File: src/rtl/core_pkg.sv
// rtl/core_pkg.sv - shared register-address width, data width and writeback entry type
package core_pkg;

    localparam int REG_ADDR_W = 5;
    localparam int XLEN       = 32;

    typedef struct packed {
        logic [REG_ADDR_W-1:0] rd;
        logic [XLEN-1:0]       data;
    } wb_entry_t;

endpackage

File: src/rtl/wb_fifo.sv
// rtl/wb_fifo.sv - synchronous FIFO of writeback entries with per-slot rd export
//
// clk/rst          : clock, synchronous active-high reset
// push/push_entry  : enqueue request and payload (ignored when full unless popping)
// pop              : dequeue request (ignored when empty)
// full/empty/head  : occupancy flags and current head entry
// entry_valid/rd   : per-slot occupancy and destination, for hazard matching
module wb_fifo
    import core_pkg::*;
#(
    parameter int DEPTH = 2
) (
    input  logic                                clk,
    input  logic                                rst,
    input  logic                                push,
    input  wb_entry_t                           push_entry,
    input  logic                                pop,
    output logic                                full,
    output logic                                empty,
    output wb_entry_t                           head,
    output logic [DEPTH-1:0]                    entry_valid,
    output logic [DEPTH-1:0][REG_ADDR_W-1:0]    entry_rd
);

    localparam int PTR_W = (DEPTH > 1) ? $clog2(DEPTH) : 1;
    localparam int CNT_W = $clog2(DEPTH) + 1;

    wb_entry_t          mem_q [DEPTH];
    wb_entry_t          mem_d [DEPTH];
    logic [PTR_W-1:0]   wr_ptr_q, wr_ptr_d;
    logic [PTR_W-1:0]   rd_ptr_q, rd_ptr_d;
    logic [CNT_W-1:0]   cnt_q, cnt_d;
    logic [DEPTH-1:0]   valid_q, valid_d;
    logic               do_push;
    logic               do_pop;

    assign full  = (cnt_q == CNT_W'(DEPTH));
    assign empty = (cnt_q == '0);
    assign head  = mem_q[rd_ptr_q];
    assign entry_valid = valid_q;

    always_comb begin
        for (int i = 0; i < DEPTH; i++) begin
            entry_rd[i] = mem_q[i].rd;
        end
    end

    always_comb begin
        mem_d    = mem_q;
        wr_ptr_d = wr_ptr_q;
        rd_ptr_d = rd_ptr_q;
        valid_d  = valid_q;
        do_pop   = pop && !empty;
        do_push  = push && (!full || do_pop);
        // Pop clears before push sets so a full push+pop on the same slot stays valid.
        if (do_pop) begin
            valid_d[rd_ptr_q] = 1'b0;
            rd_ptr_d          = PTR_W'(rd_ptr_q + 1'b1);
        end
        if (do_push) begin
            mem_d[wr_ptr_q]   = push_entry;
            valid_d[wr_ptr_q] = 1'b1;
            wr_ptr_d          = PTR_W'(wr_ptr_q + 1'b1);
        end
        cnt_d = cnt_q + CNT_W'(do_push) - CNT_W'(do_pop);
    end

    always_ff @(posedge clk) begin
        if (rst) begin
            wr_ptr_q <= '0;
            rd_ptr_q <= '0;
            cnt_q    <= '0;
            valid_q  <= '0;
        end else begin
            wr_ptr_q <= wr_ptr_d;
            rd_ptr_q <= rd_ptr_d;
            cnt_q    <= cnt_d;
            valid_q  <= valid_d;
        end
    end

    // Payload storage needs no reset; occupancy is tracked by valid_q/cnt_q.
    always_ff @(posedge clk) begin
        mem_q <= mem_d;
    end

endmodule

File: src/rtl/wb_sequencer.sv
// rtl/wb_sequencer.sv - register file writeback arbiter with pending-load scoreboard
//
// i_clk/i_rst/i_clk_en      : clock, sync active-high reset, global advance enable
// i_alu_* / o_alu_ready     : buffered ALU results (valid/ready)
// i_ld_issue* / o_ld_issue_ready : load issue, blocked while its rd is pending
// i_ld_valid/i_ld_rd/i_ld_data : load responses, no backpressure, priority over ALU
// i_rsN_addr / o_rsN_busy   : decode hazard queries against current state
// o_rd_addr/o_rd_data/o_rd_write : registered register file write port
module wb_sequencer #(
    parameter int ALU_DEPTH = 2,
    parameter int XLEN      = 32
) (
    input  logic            i_clk,
    input  logic            i_rst,
    input  logic            i_clk_en,
    input  logic            i_alu_valid,
    output logic            o_alu_ready,
    input  logic [4:0]      i_alu_rd,
    input  logic [XLEN-1:0] i_alu_data,
    input  logic            i_ld_issue,
    output logic            o_ld_issue_ready,
    input  logic [4:0]      i_ld_issue_rd,
    input  logic            i_ld_valid,
    input  logic [4:0]      i_ld_rd,
    input  logic [XLEN-1:0] i_ld_data,
    input  logic [4:0]      i_rs1_addr,
    output logic            o_rs1_busy,
    input  logic [4:0]      i_rs2_addr,
    output logic            o_rs2_busy,
    output logic [4:0]      o_rd_addr,
    output logic [XLEN-1:0] o_rd_data,
    output logic            o_rd_write
);

    import core_pkg::*;

    localparam int ENTRY_DATA_W = $bits(wb_entry_t) - REG_ADDR_W;

    wb_entry_t                              alu_entry;
    wb_entry_t                              fifo_head;
    logic                                   fifo_full;
    logic                                   fifo_empty;
    logic [ALU_DEPTH-1:0]                   fifo_valid;
    logic [ALU_DEPTH-1:0][REG_ADDR_W-1:0]   fifo_rd;
    logic                                   alu_push;
    logic                                   fifo_pop;
    logic                                   issue_take;

    logic                   rd_write_q, rd_write_d;
    logic [4:0]             rd_addr_q, rd_addr_d;
    logic [XLEN-1:0]        rd_data_q, rd_data_d;
    logic [31:0]            pending_q, pending_d;
    logic                   rs1_hit, rs2_hit;

    assign o_rd_write = rd_write_q;
    assign o_rd_addr  = rd_addr_q;
    assign o_rd_data  = rd_data_q;

    assign o_alu_ready = !i_rst && !fifo_full;
    // A response to the same rd this cycle frees the slot, so re-issue is allowed.
    assign o_ld_issue_ready = !i_rst &&
        (!pending_q[i_ld_issue_rd] || (i_ld_valid && (i_ld_rd == i_ld_issue_rd)));

    assign alu_push   = i_clk_en && i_alu_valid && o_alu_ready;
    assign fifo_pop   = i_clk_en && !i_ld_valid && !fifo_empty;
    assign issue_take = i_clk_en && i_ld_issue && o_ld_issue_ready && (i_ld_issue_rd != '0);

    assign alu_entry.rd   = i_alu_rd;
    assign alu_entry.data = ENTRY_DATA_W'(i_alu_data);

    wb_fifo #(
        .DEPTH (ALU_DEPTH)
    ) u_fifo (
        .clk         (i_clk),
        .rst         (i_rst),
        .push        (alu_push),
        .push_entry  (alu_entry),
        .pop         (fifo_pop),
        .full        (fifo_full),
        .empty       (fifo_empty),
        .head        (fifo_head),
        .entry_valid (fifo_valid),
        .entry_rd    (fifo_rd)
    );

    always_comb begin
        rd_write_d = rd_write_q;
        rd_addr_d  = rd_addr_q;
        rd_data_d  = rd_data_q;
        pending_d  = pending_q;
        if (i_clk_en) begin
            if (i_ld_valid) begin
                rd_addr_d  = i_ld_rd;
                rd_data_d  = i_ld_data;
                rd_write_d = (i_ld_rd != '0);
                if (i_ld_rd != '0) begin
                    pending_d[i_ld_rd] = 1'b0;
                end
            end else if (!fifo_empty) begin
                rd_addr_d  = fifo_head.rd;
                rd_data_d  = XLEN'(fifo_head.data);
                rd_write_d = (fifo_head.rd != '0);
            end else begin
                rd_write_d = 1'b0;
            end
            // Applied after the clear so a same-rd issue and completion leaves it pending.
            if (issue_take) begin
                pending_d[i_ld_issue_rd] = 1'b1;
            end
        end
    end

    always_ff @(posedge i_clk) begin
        if (i_rst) begin
            rd_write_q <= 1'b0;
            rd_addr_q  <= '0;
            rd_data_q  <= '0;
            pending_q  <= '0;
        end else begin
            rd_write_q <= rd_write_d;
            rd_addr_q  <= rd_addr_d;
            rd_data_q  <= rd_data_d;
            pending_q  <= pending_d;
        end
    end

    // Hazard lookup uses registered state only: scoreboard, buffered ALU results,
    // and the write currently on the port.
    always_comb begin
        rs1_hit = pending_q[i_rs1_addr] || (rd_write_q && (rd_addr_q == i_rs1_addr));
        rs2_hit = pending_q[i_rs2_addr] || (rd_write_q && (rd_addr_q == i_rs2_addr));
        for (int i = 0; i < ALU_DEPTH; i++) begin
            if (fifo_valid[i] && (fifo_rd[i] == i_rs1_addr)) rs1_hit = 1'b1;
            if (fifo_valid[i] && (fifo_rd[i] == i_rs2_addr)) rs2_hit = 1'b1;
        end
    end

    assign o_rs1_busy = !i_rst && (i_rs1_addr != '0) && rs1_hit;
    assign o_rs2_busy = !i_rst && (i_rs2_addr != '0) && rs2_hit;

endmodule

File: config.mk
export PLATFORM = sky130hd
export DESIGN_NAME = wb_sequencer
export DESIGN_NICKNAME = d
export VERILOG_FILES = /design/src/rtl/core_pkg.sv /design/src/rtl/wb_fifo.sv /design/src/rtl/wb_sequencer.sv
export SDC_FILE = /design/constraint.sdc
export NUM_CORES = 1
export LEC_CHECK = 0
export BUFFER_PORTS_ARGS = -buffer_cell sky130_fd_sc_hd__buf_2
export CAP_MARGIN = 15
export CELL_PAD_IN_SITES_DETAIL_PLACEMENT = 1
export CELL_PAD_IN_SITES_GLOBAL_PLACEMENT = 1
export CORE_MARGIN = 8
export CORE_UTILIZATION = 40
export CTS_CLUSTER_SIZE = 10
export DETAILED_ROUTE_END_ITERATION = 12
export PLACE_DENSITY_LB_ADDON = 0.15
export SYNTH_ARGS = -nofsm -noshare
export SYNTH_HDL_FRONTEND = slang
export SYNTH_SLANG_ARGS = --single-unit
File: constraint.sdc
create_clock -name i_clk -period 3.79 [get_ports i_clk]
set_input_delay 0 -clock i_clk [delete_from_list [all_inputs] [get_ports i_clk]]
set_output_delay 0 -clock i_clk [all_outputs]
set_load 0.02 [all_outputs]
### Word-level counts from Yosys, hierarchy flattened

Index checks and enable logic that the tools add are counted.

| storage, ports and cells | value |
|---|---|
| memories kept | 0 |
| logic and storage cells | 125 |
| latch bits | 0 |
| bits in registers | 150 |
| RAM bits | 0 |
| bits in read-only memories | 0 |

| cells by class | value |
|---|---|
| add/subtract/negate cells | 4 |
| shifts and indexed selects | 0 |
| equality and inequality tests | 9 |
| bitwise logic cells | 8 |
| $mul | 0 |
| mux-type cells | 36 |
| div/mod/pow operators | 0 |
| order comparisons | 13 |
| reduce and logical (&&, ||, !) cells | 43 |

Operators by type and width:

| operator | count |
|---|---|
| 32-bit two-way mux | 6 |
| 37-bit two-way mux | 4 |
| 74-bit bitwise mux | 1 |
| 37-bit demux with 1-bit select | 1 |
| 5-bit == test | 7 |
| 32-bit bitwise AND | 1 |
| 32-bit inverter | 1 |
| 32-bit OR | 1 |
| 1-bit logical AND | 27 |
| 5-bit nonzero test | 5 |
| 5-bit by 6-bit less-than comparator with 1-bit output, second input constant | 4 |
| 1-bit binary-select mux with 5-bit select | 3 |
| 1-bit two-way mux | 13 |
| 1-bit demux with 5-bit select | 2 |
| 5-bit by 1-bit greater-or-equal comparator with 1-bit output, second input constant | 2 |
| 5-bit two-way mux | 2 |
| 1-bit logical NOT | 5 |
| 2-bit greater-or-equal comparator, second input constant | 2 |
| 1-bit logical OR | 4 |
| 1-bit by 2-bit less-than comparator with 1-bit output, second input constant | 2 |
| 2-bit two-way mux | 2 |
| 1-bit inverter with 2-bit output | 2 |
| 1-bit adder, second input constant | 2 |
| 2-bit by 1-bit adder with 2-bit output | 1 |
| 11 further kinds | 13 |

### Longest topological paths before layout

Gate-level depths: netlist of run 1.

| depth | value |
|---|---|
| word-level depth | 11 |
| depth in mapped cells | 9 |

### Cells and area by module

A second synthesis of run 1 with hierarchy kept.

| unflattened totals | value |
|---|---|
| cell total of the unflattened synthesis | 725 |
| area total of the unflattened synthesis | 7,857.5 um^2 |

Modules (own cells, without submodules):

| module | seq. area each (um^2) | cells an instance | area an instance (um^2) | instances |
|---|---|---|---|---|
| wb_sequencer | 1,401.3 | 567 | 4,840.9 | 1 |
| wb_fifo | 2,342.2 | 158 | 3,016.6 | 1 |

### Least setup slack after synthesis of run 1

Ideal clock, no wire load.

| timing path | value |
|---|---|
| kind | reg2reg |
| start | register u_fifo.cnt_q[0] |
| end | register u_fifo.mem_q (netlist bit u_fifo.entry_rd[5]) (enable) |
| clock period less this slack | 3.063 ns |
| setup time | 0.431 ns |
| path buffers | 0 |
| arrival time | 2.632 ns |
| path slack | 0.727 ns |
| stages on the path, launching flop included | 5 |
| cells stage by stage | dfxtp_1 inv_1 a21oi_1 nand3_1 nor2_1 |

| between the ends | value |
|---|---|
| elaborated cells on any way between the ends | 10 |
| classes of those cells | eq/ne: 1; reduce/logical: 9 |

RTL lines:

| item | line | RTL |
|---|---|---|
| from (decl) | wb_fifo.sv:32 | `logic [CNT_W-1:0] cnt_q, cnt_d;` |
| from (signal assigned) | wb_fifo.sv:77 | `cnt_q <= cnt_d;` |
| 2-bit == test | wb_fifo.sv:37 | `assign full = (cnt_q == CNT_W'(DEPTH));` |
| 1-bit logical NOT | wb_sequencer.sv:59 | `assign o_alu_ready = !i_rst && !fifo_full;` |
| 1-bit logical AND | wb_sequencer.sv:59 |  |
| via o_alu_ready | wb_sequencer.sv:17 | `output logic o_alu_ready,` |
| 1-bit logical AND | wb_sequencer.sv:64 | `assign alu_push = i_clk_en && i_alu_valid && o_alu_ready;` |
| 1-bit logical AND | wb_fifo.sv:54 | `do_push = push && (!full \|\| do_pop);` |
| to (signal assigned) | wb_fifo.sv:84 | `mem_q <= mem_d;` |
| to (decl) | wb_fifo.sv:28 | `wb_entry_t mem_q [DEPTH];` |

The timed path passes the listed nets, and every way through them passes these cells.
A chain may end at the register's enable or synchronous reset.

### Final worst setup path of run 1

| timing path | value |
|---|---|
| start | register pending_q[24] |
| end | output port o_ld_issue_ready |

| between the ends | value |
|---|---|
| word-level cells in the longest chain between the ends | 5 |

Ends and longest elaborated chain:

| item | line | RTL |
|---|---|---|
| from (decl) | wb_sequencer.sv:52 | `logic [31:0] pending_q, pending_d;` |
| from (signal assigned) | wb_sequencer.sv:123 | `pending_q <= pending_d;` |
| 1-bit binary-select mux with 5-bit select | wb_sequencer.sv:62 | `(!pending_q[i_ld_issue_rd] \|\| (i_ld_valid && (i_ld_rd == i_ld_issue_rd)));` |
| 1-bit two-way mux (implied by the code) | wb_sequencer.sv:62 |  |
| 1-bit logical NOT | wb_sequencer.sv:62 |  |
| 1-bit logical OR | wb_sequencer.sv:62 |  |
| 1-bit logical AND | wb_sequencer.sv:61 | `assign o_ld_issue_ready = !i_rst &&` |
| to (decl) | wb_sequencer.sv:21 | `output logic o_ld_issue_ready,` |

No other way between the ends. The select of a mux whose other input is x is not followed.

==> results.toml, run 1 <==
[layout]
drive_above_1_share_pct = 21.0
area_delta_synth_final_pct = 27.8
final_cell_mix = "166 x nand2_1, 136 x buf_2, 75 x dfxtp_1, 74 x edfxtp_1, 68 x dlygate4sd3_1"
finalNonFillerCells = 1239
finalNetCount = 1063
antenna_cells = 0
layout_commonest_cell = "nand2_1"
fill_cells = 2122

[worst_hold_path]
holdPathStages = 2
hold_end = "o_rd_data[17]"
hp-start = "i_rst"
hold_class = "primary input to register"

[global_route]
grt.busiest_layer = "met2"
globalRouteOverflowTotal = 0
met1_usage_pct = 26.1
grt_max_degree = 76
grt.met3_usage_pct = 4.49
first_global_vias = 7438
antenna_found_initial = 0
grt_util_all_layers_pct = 21.7
grt.met2_usage_pct = 37.5
grt_pass1_wl_um = 41200

[timing]
finalSetupTns_ps = 0
final-hold-violation-count = 0
tightest_slew_ps = 1040
slew_headroom_pct = 30.4
fin_crit_sh_pct = 63.9
slew_violations = 0
clock.fmax_mhz = 413
setup_viol = 0
finalClockSkew_ps = 17.6
rsz0062_at_grt = "no"
period_needed_ps = 2420
worst_slack_ps = 1370

[synth]
syn-num-nets = 890
ys_top_cells_by_area = "edfxtp_1 29%, dfxtp_1 20%, nand2_1 8.1%"
netlist.area_leader.share_pct = 28.8
syn_area_per_cell_um2 = 9.72
syn_inst = 793
synth.distinct_cells = 62
post-synth-top-area-cell = "edfxtp_1"
yosys_warnings = 0
synth_area_um2 = 7710
yosysSeqAreaShare_pct = 48.6
synth-edff-count = 74
synthFlopType = "dfxtp_1"
ys_ff_latch = 150
async_flop_share_pct = 0

[critical_path]
r2r_slack_ps = 1490
critPathLaunchType = "register"
r2r_start = "u_fifo.cnt_q[0]"
path_class = "register to output port"
worstPathRequired_ps = 3790
arrival_ps = 2420
regToRegEndpoint = "u_fifo.mem_q[55]"
end_kind = "output port"
cp_max_fo = 10
worst-r2r-cell-count = 7

[routing]
vias = 6820
dr.pass1.iters = 5
routed_wl_um = 25900
ant_nets = 0
remaining_drc_errors = 0
avgViaCountPerCell = 5.50
first_iter_violations = 434
wl_per_cell_um = 20.9

[cts]
cts_tree = "built"
clkLatencyLatePin_ps = 430
post-cts-setup-buffers = 0
clk_pin_slew_worst_paths_ps = 70
cts_made_buffers = 17
cts-root-buf = "clkbuf_16"
clock_path_buffers = 2
htree_levels = 4
cts.sinks = 150

[job]
cap_violations = 0

[floorplan]
die_y_um = 155
dieArea_um2 = 24000
rows = 50
initial_core_util_pct = 40.9
fp.dieW_um = 155
io_pins = 137
core-area_um2 = 18800

[placed_design]
gp_congestion = 0.910
place_ws_ps = 1460
port_buffers = 136
post-place-cells = 1136
dp_hpwl_um = 17900

[power_and_ir_drop]
ir_worst_vdd_mv = 0.320
p_leak_nw = 3.76
powerDensity_nw_per_um2 = 406

[outcome]
status = "completed"
## repair_timing
item	4_1_cts	5_1_grt
hold buffers	68	0
gates resized for setup	0	0
endpoints found under the hold margin	105	0
## metal layers
layer | wire length, um | part of all wire [%] | vias up
met5 | 0 | 0 | -
met4 | 733 | 2.8 | 0
met3 | 1360 | 5.2 | 54
met2 | 12900 | 50 | 229
met1 | 10900 | 42 | 3350
li1 | - | - | 3187
## critical path: stages (launching register included)
cell and delay (ps):
dfxtp_1 370, mux2_4 280, a221o_1 380, a22oi_4 370, nand4_4 230, a21oi_2 190
buf_2 170
## cells in the mapped netlist, types with 2 or more instances
cell type  count
mux2i_1       55
ha_1           2
nand3b_1      20
buf_1          4
or3_1          3
nand4_1        2
nand3_1       31
nor3_1        13
a221oi_1       2
a31oi_1       10
o21ai_1       12
edfxtp_1      74
o211ai_1      10
xnor2_1       13
nand2b_1       5
nand2_1      166
o21ai_0       52
dfxtp_1       76
nor2b_1       17
mux4_2        15
xor2_1        25
clkbuf_1      45
a22oi_1        3
buf_2          8
or3b_1         3
inv_1         11
o221ai_1       3
buf_4          2
a21oi_1       45
nor3b_1       10
and3_1         2
o31a_1         2
nor2_1        17
nor4_1         7
## registers in the layout, summed over array words and instances (netlist names)
| name | cells |
|---|---|
| u_fifo.wr_ptr_q | 1 |
| u_fifo.mem_q | 64 |
| o_rd_data | 32 |
| u_fifo.cnt_q | 2 |
| u_fifo.entry_rd | 10 |
| pending_q | 32 |
| u_fifo.entry_valid | 2 |
| o_rd_addr | 5 |
| u_fifo.rd_ptr_q | 1 |
| o_rd_write | 1 |
## kinds of logic (layout without fill, tap and decap cells)
kind of cell,count (synthesis),count (layout),share of synthesized area (%)
muxes,72,72,11.9
buffers and inverters,72,258,3.83
DFF,150,150,48.6
adders and majority gates,2,2,0.325
and+or+nand+nor,305,305,19.2
xor gates and xnor gates,38,38,4.32
AOI/OAI and AO/OA,154,154,11.9
## power by group
part	internal (mW)	leakage (nW)	switching, mW
registers	1.75	1.29	0.0413
logic	0.217	2.19	0.322
clock network	0.883	0.279	0.783
total	2.85	3.76	1.15
## layout make-up
class	count	area (um^2)	area share, %
Clock inverter	15	163	1.65
Inverter	12	45.0	0.457
Clock buffer	17	425	4.32
Multi-Input combinational cell	571	3680	37.4
Timing Repair Buffer	214	1460	14.8
Sequential cell	150	3740	38.0
Tap cell	260	325	3.30
## how the worst max path moves through the flow
stage,startpoint,end,slack [ps],depth (start not counted)
6_report,pending_q[24],o_ld_issue_ready,1370,6
5_1_grt,u_fifo.cnt_q[0],u_fifo.mem_q[55],1250,7
4_1_cts,pending_q[24],o_ld_issue_ready,1350,6
3_5_place_dp,u_fifo.cnt_q[0],u_fifo.mem_q[64],1460,7
3_3_place_gp,u_fifo.cnt_q[0],u_fifo.mem_q[64],1610,7
2_1_floorplan,u_fifo.cnt_q[0],u_fifo.entry_rd[5],730,4
## metrics by stage
stage          util (%)  power [mW]  hold slack, ps  cell area (um^2)
5_1_grt            52.3        4.14            32.2              9850
3_3_place_gp       45.4        2.29             194              8550
2_1_floorplan         -        2.12            98.9              7710
3_5_place_dp       45.4        2.31             192              8550
4_1_cts            52.1        4.02            6.43              9810
6_report           52.3        4.00            15.1              9850
No activity file was read; power rests on OpenSTA's default activity.
==> run 2, diff against run 1 <==
==> constraint.sdc (replaced) <==
create_clock -name i_clk -period 2.3 [get_ports i_clk]
set_input_delay 0 -clock i_clk [delete_from_list [all_inputs] [get_ports i_clk]]
set_output_delay 0 -clock i_clk [all_outputs]
set_load 0.02 [all_outputs]
==> results.toml, run 2 (same netlist as run 1, synthesis figures left out) <==
[timing]
slew_headroom_pct = 44.6
fin_crit_sh_pct = 93.3
clock.fmax_mhz = 466
finalSetupTns_ps = 0
period_needed_ps = 2150
tightest_slew_ps = 823
worst_slack_ps = 154
setup_viol = 0
final-hold-violation-count = 0
slew_violations = 0
rsz0062_at_grt = "no"
finalClockSkew_ps = 13.7
whs_ps = 15.9

[global_route]
antenna_found_initial = 0
globalRouteOverflowTotal = 0
grt_max_degree = 75
grt.met3_usage_pct = 5.35
met1_usage_pct = 27.1
grt.busiest_layer = "met2"
grt.met2_usage_pct = 40.0
grt_util_all_layers_pct = 22.8
first_global_vias = 7686
grt_pass1_wl_um = 42600

[layout]
largest_reg_flops = 64
antenna_cells = 0
regMostFlops = "u_fifo.mem_q"
fill_cells = 2086
finalNetCount = 1084
final_cell_mix = "166 x nand2_1, 136 x buf_2, 75 x dfxtp_1, 74 x edfxtp_1, 70 x dlygate4sd3_1"
area_delta_synth_final_pct = 29.8
finalNonFillerCells = 1260
layout_commonest_cell = "nand2_1"
drive_above_1_share_pct = 22.5

[power_and_ir_drop]
powerDensity_nw_per_um2 = 670
clock_power_share_pct = 42.2
p_switching_mw = 1.89
cellInternalPower_mw = 4.81
p_leak_nw = 3.86
swShare_pct = 28.2
ir_worst_vdd_mv = 0.765
pwr-share-seq_pct = 44.1
p_comb_share_pct = 13.8

[critical_path]
crit_slowest_cell = "dfxtp_2"
cp_max_fo = 14
critPathLaunchType = "register"
worstPathRequired_ps = 2610
crit_path_cell_trace = "buf_4 -> mux2i_1 -> o21ai_0 -> nand2_1 -> a21oi_1 -> dlygate4sd3_1"
critPathBufInv = 2
arrival_ps = 2460
path_delay_family = "buffers and inverters"
end_kind = "register"
path_class = "register to register"
slowest_delay_ps = 610

[job]
cap_violations = 0

[floorplan]
die_y_um = 155
fp.dieW_um = 155
io_pins = 137
core-area_um2 = 18800
rows = 50
dieArea_um2 = 24000
initial_core_util_pct = 40.9

[routing]
dr.pass1.iters = 5
wl_per_cell_um = 21.6
vias = 6924
avgViaCountPerCell = 5.50
ant_nets = 0
routed_wl_um = 27200
first_iter_violations = 383
remaining_drc_errors = 0

[worst_hold_path]
hold_class = "primary input to register"

[cts]
clock_path_buffers = 2
cts-root-buf = "clkbuf_16"
clk_pin_slew_worst_paths_ps = 60
htree_levels = 4
cts.sinks = 150
clkLatencyLatePin_ps = 430
cts_resized = 0
cts_tree = "built"
cts_made_buffers = 17

[placed_design]
port_buffers = 136
place_ws_ps = 232
post-place-cells = 1156
gp_congestion = 0.968
dp_hpwl_um = 18700

[outcome]
status = "completed"
run 2: changes by cell type in the layout (fill, tap and decap cells not counted):
cell | before | now
clkinv_8 | 3 | 1
clkbuf_2 | 1 | 0
dlygate4sd3_1 | 68 | 70
inv_1 | 11 | 10
inv_8 | 5 | 4
clkbuf_1 | 0 | 1
clkinv_4 | 1 | 2
buf_4 | 7 | 28
bufinv_16 | 0 | 1
buf_12 | 2 | 1
inv_6 | 3 | 4
run 2: power by group through the flow:
| stage | registers, mW | clock network, mW | logic [mW] |
|---|---|---|---|
| 2_1_floorplan | 3.04 | 0 | 0.456 |
| 3_3_place_gp | 3.00 | 0 | 0.782 |
| 3_5_place_dp | 3.01 | 0 | 0.811 |
| 4_1_cts | 2.95 | 2.86 | 0.910 |
| 5_1_grt | 2.96 | 2.96 | 1.00 |
| 6_report | 2.96 | 2.83 | 0.923 |
run 2: routing by layer:
layer  up-vias  routed length, um  share of wire [%]
met1      3407              11400                 42
met5         -                  0                  0
met4         0                673                2.5
met2       225              13600                 50
met3        57               1530                5.6
li1       3235                  -                  -
run 2: tightest hold or removal path: stages:
cell,delay (ps)
buf_2,100
nand2_1,70
o21ai_0,80
nand2_1,70
a21oi_1,60
run 2: final cells by class:
cell class / count / area, um^2 / area share (%)
clock inverter: 14 / 159 / 1.59
tap: 260 / 325 / 3.25
clock buffer: 18 / 429 / 4.29
timing repair buffer: 235 / 1610 / 16.1
multi-input combinational: 571 / 3680 / 36.8
sequential: 150 / 3740 / 37.4
inverter: 12 / 48.8 / 0.488
run 2: final timing paths:
kind | slack, ps | from | cells after the start | end
setup / recovery | 150 | u_fifo.rd_ptr_q | 6 | o_rd_data[30]
hold / removal | 20 | i_ld_data[15] | 5 | o_rd_data[15]
setup reg to reg | 150 | u_fifo.rd_ptr_q | 6 | o_rd_data[30]
hold reg to reg | 460 | o_rd_data[29] | 2 | o_rd_data[29]
run 2: repair_timing:
action / in CTS / in global routing
setup endpoints to repair: 0 / 1
hold buffers: 70 / 0
endpoints found under the hold margin: 105 / 0
buffers inserted: 0 / 2
run 2: stage by stage:
step	util (%)	instance area [um^2]	power, mW
CTS	53.0	9990	6.72
finish	53.1	10000	6.71
detailed placement	46.2	8700	3.82
floorplan	-	7720	3.50
global route	53.1	10000	6.92
global placement	46.2	8700	3.79
==> run 3, diff against run 2 <==
--- a/config.mk
+++ b/config.mk
@@ -16,4 +16,5 @@
 export PLACE_DENSITY_LB_ADDON = 0.15
 export SYNTH_ARGS = -nofsm -noshare
 export SYNTH_HDL_FRONTEND = slang
+export SYNTH_HIERARCHICAL = 1
 export SYNTH_SLANG_ARGS = --single-unit
==> constraint.sdc (replaced) <==
create_clock -name i_clk -period 2.3 [get_ports i_clk]
set_input_delay 0.46 -clock i_clk [delete_from_list [all_inputs] [get_ports i_clk]]
set_output_delay 0.46 -clock i_clk [all_outputs]
set_load 0.02 [all_outputs]
==> results.toml, run 3 <==
[outcome]
status = "finished, violations left"
violations = "setup timing"

[power_and_ir_drop]
swShare_pct = 26.5
clock_power_share_pct = 43.8
powerDensity_nw_per_um2 = 677
p_comb_share_pct = 11.7
cellInternalPower_mw = 4.86
ir_worst_vdd_mv = 0.484
p_leak_nw = 3.92
p_switching_mw = 1.75
pwr-share-seq_pct = 44.5

[placed_design]
port_buffers = 136
gp_congestion = 0.965
post-place-cells = 1118
dp_hpwl_um = 19600
place_ws_ps = -231

[synth]
ys_top_cells_by_area = "edfxtp_1 28%, dfxtp_1 19%, mux2i_1 7.5%"
syn-num-nets = 821
synthFlopType = "dfxtp_1"
synth_common_cells = "76 x dfxtp_1, 74 x edfxtp_1, 59 x mux2i_1, 49 x nor2_1, 42 x nand3_1"
syn_area_per_cell_um2 = 10.8
synth-edff-count = 74
syn_inst = 725
synth_most_common_cell = "dfxtp_1"
synth.distinct_cells = 57
yosysSeqAreaShare_pct = 47.6
async_flop_share_pct = 0
netlist.area_leader.share_pct = 28.3
yosys_warnings = 6
synth_area_um2 = 7860
ys_ff_latch = 150
post-synth-top-area-cell = "edfxtp_1"

[critical_path]
arrival_ps = 2170
critPathLaunchType = "register"
path_delay_family = "multiplexers"
end_kind = "output port"
slowest_delay_ps = 470
crit_slowest_cell = "mux4_2"
worstPathRequired_ps = 1840
r2r_slack_ps = 180
crit_path_cell_trace = "mux4_2 -> mux2_2 -> nand2_1 -> nand4_1 -> o31a_1 -> buf_2"
critPathBufInv = 1
path_class = "register to output port"
cp_max_fo = 2

[timing]
final-hold-violation-count = 0
rsz0062_at_grt = "yes"
finalSetupTns_ps = -653
fin_crit_sh_pct = 114
slew_headroom_pct = 53.2
slew_violations = 0
finalClockSkew_ps = 12.6
whs_ps = 221
tightest_slew_ps = 702
worst_slack_ps = -332
clock.fmax_mhz = 380
setup_viol = 3
period_needed_ps = 2630

[layout]
area_delta_synth_final_pct = 24.4
drive_above_1_share_pct = 35.0
utilization_pct = 50.4
fill_cells = 2190
finalNonFillerCells = 1157
largest_reg_flops = 64
finalNetCount = 972
layout_commonest_cell = "buf_2"
final_cell_mix = "134 x buf_2, 74 x edfxtp_1, 66 x dfxtp_1, 59 x mux2i_1, 58 x buf_4"
regMostFlops = "u_fifo/mem_q"

[routing]
wl_per_cell_um = 22.6
ant_nets = 0
dr.pass1.iters = 4
first_iter_violations = 347
vias = 6512
remaining_drc_errors = 0
avgViaCountPerCell = 5.63
routed_wl_um = 26100

[cts]
cts.sinks = 150
cts_hold_buf = 0
clock_path_buffers = 2
cts-root-buf = "clkbuf_16"
cts_tree = "built"
clkLatencyLatePin_ps = 420
cts_made_buffers = 17
htree_levels = 4
clk_pin_slew_worst_paths_ps = 70

[global_route]
first_global_vias = 7125
grt.busiest_layer = "met2"
met1_usage_pct = 27.3
globalRouteOverflowTotal = 0
antenna_found_initial = 7
grt_pass1_wl_um = 40800
grt.met3_usage_pct = 5.04
grt_max_degree = 42
grt.met2_usage_pct = 35.3
grt_util_all_layers_pct = 21.7

[floorplan]
initial_core_util_pct = 40.5
dieArea_um2 = 24400
fp.dieW_um = 156
die_y_um = 156
core-area_um2 = 19400
io_pins = 137
rows = 51

[job]
cap_violations = 0

[worst_hold_path]
hold_class = "primary input to register"
==> run 3: changes by cell type after synthesis, moves of 17 or more <==
cell	change
nand2_1	-125
a211oi_1	+38
mux2_2	+37
a21oi_1	-35
nor2_1	+32
o21ai_0	-29
nand4_1	+17
==> run 3: cells by family after synthesis <==
| logic type | count (synthesis) | share of synthesized area, % |
|---|---|---|
| buffers and inverters | 76 | 4.75 |
| multiplexers | 112 | 17.4 |
| AO/OA/AOI/OAI | 114 | 10.2 |
| XOR/XNOR | 36 | 4.01 |
| AND/OR/NAND/NOR | 236 | 15.8 |
| flip-flops | 150 | 47.6 |
| adder cells (fa/ha/maj) | 1 | 0.159 |
==> run 3: path summary, 6_finish.rpt <==
| kind | cells past startpoint | to | from |
|---|---|---|---|
| worst min register to register | 2 | o_rd_data[19] | o_rd_data[19] |
| worst max-delay path | 6 | o_rs1_busy | pending_q[5] |
| worst max register to register | 9 | u_fifo/cnt_q[1] | u_fifo/cnt_q[0] |
| worst min-delay path | 1 | u_fifo/mem_q[52] | i_alu_data[15] |
==> run 3: power by group through the flow <==
| stage | sequential [mW] | clock [mW] | combinational (mW) |
|---|---|---|---|
| floorplan | 3.06 | 0 | 0.408 |
| global placement | 3.00 | 0 | 0.740 |
| detailed placement | 3.00 | 0 | 0.770 |
| CTS | 2.94 | 2.95 | 0.780 |
| global route | 2.95 | 3.05 | 0.840 |
| finish | 2.95 | 2.90 | 0.776 |
==> run 3: cell type report <==
cell class	count	area, um^2	area share, %
Antenna cell	3	7.51	0.0768
Clock buffer	18	429	4.39
Clock inverter	14	181	1.86
Inverter	7	33.8	0.346
Multi-Input combinational cell	499	3790	38.8
Sequential cell	150	3760	38.5
Tap cell	265	332	3.39
Timing Repair Buffer	201	1240	12.7
==> run 3: metrics by stage <==
step | area (um^2) | total power [mW]
floorplan | 7940 | 3.46
global placement | 9070 | 3.74
detailed placement | 9070 | 3.77
CTS | 9750 | 6.68
global route | 9770 | 6.85
finish | 9780 | 6.62
==> run 3: what timing repair did <==
action | CTS | global route
resized for setup | 20 | 3
setup buffers | 2 | 1
setup endpoints to repair | 3 | 4
pin swaps | 7 | 3
==> run 3: layer usage <==
| metal | share of wire (%) | wire (um) |
|---|---|---|
| met5 | 0.18 | 47 |
| met4 | 2.7 | 697 |
| met2 | 48 | 12500 |
| met3 | 6.3 | 1650 |
| met1 | 43 | 11300 |
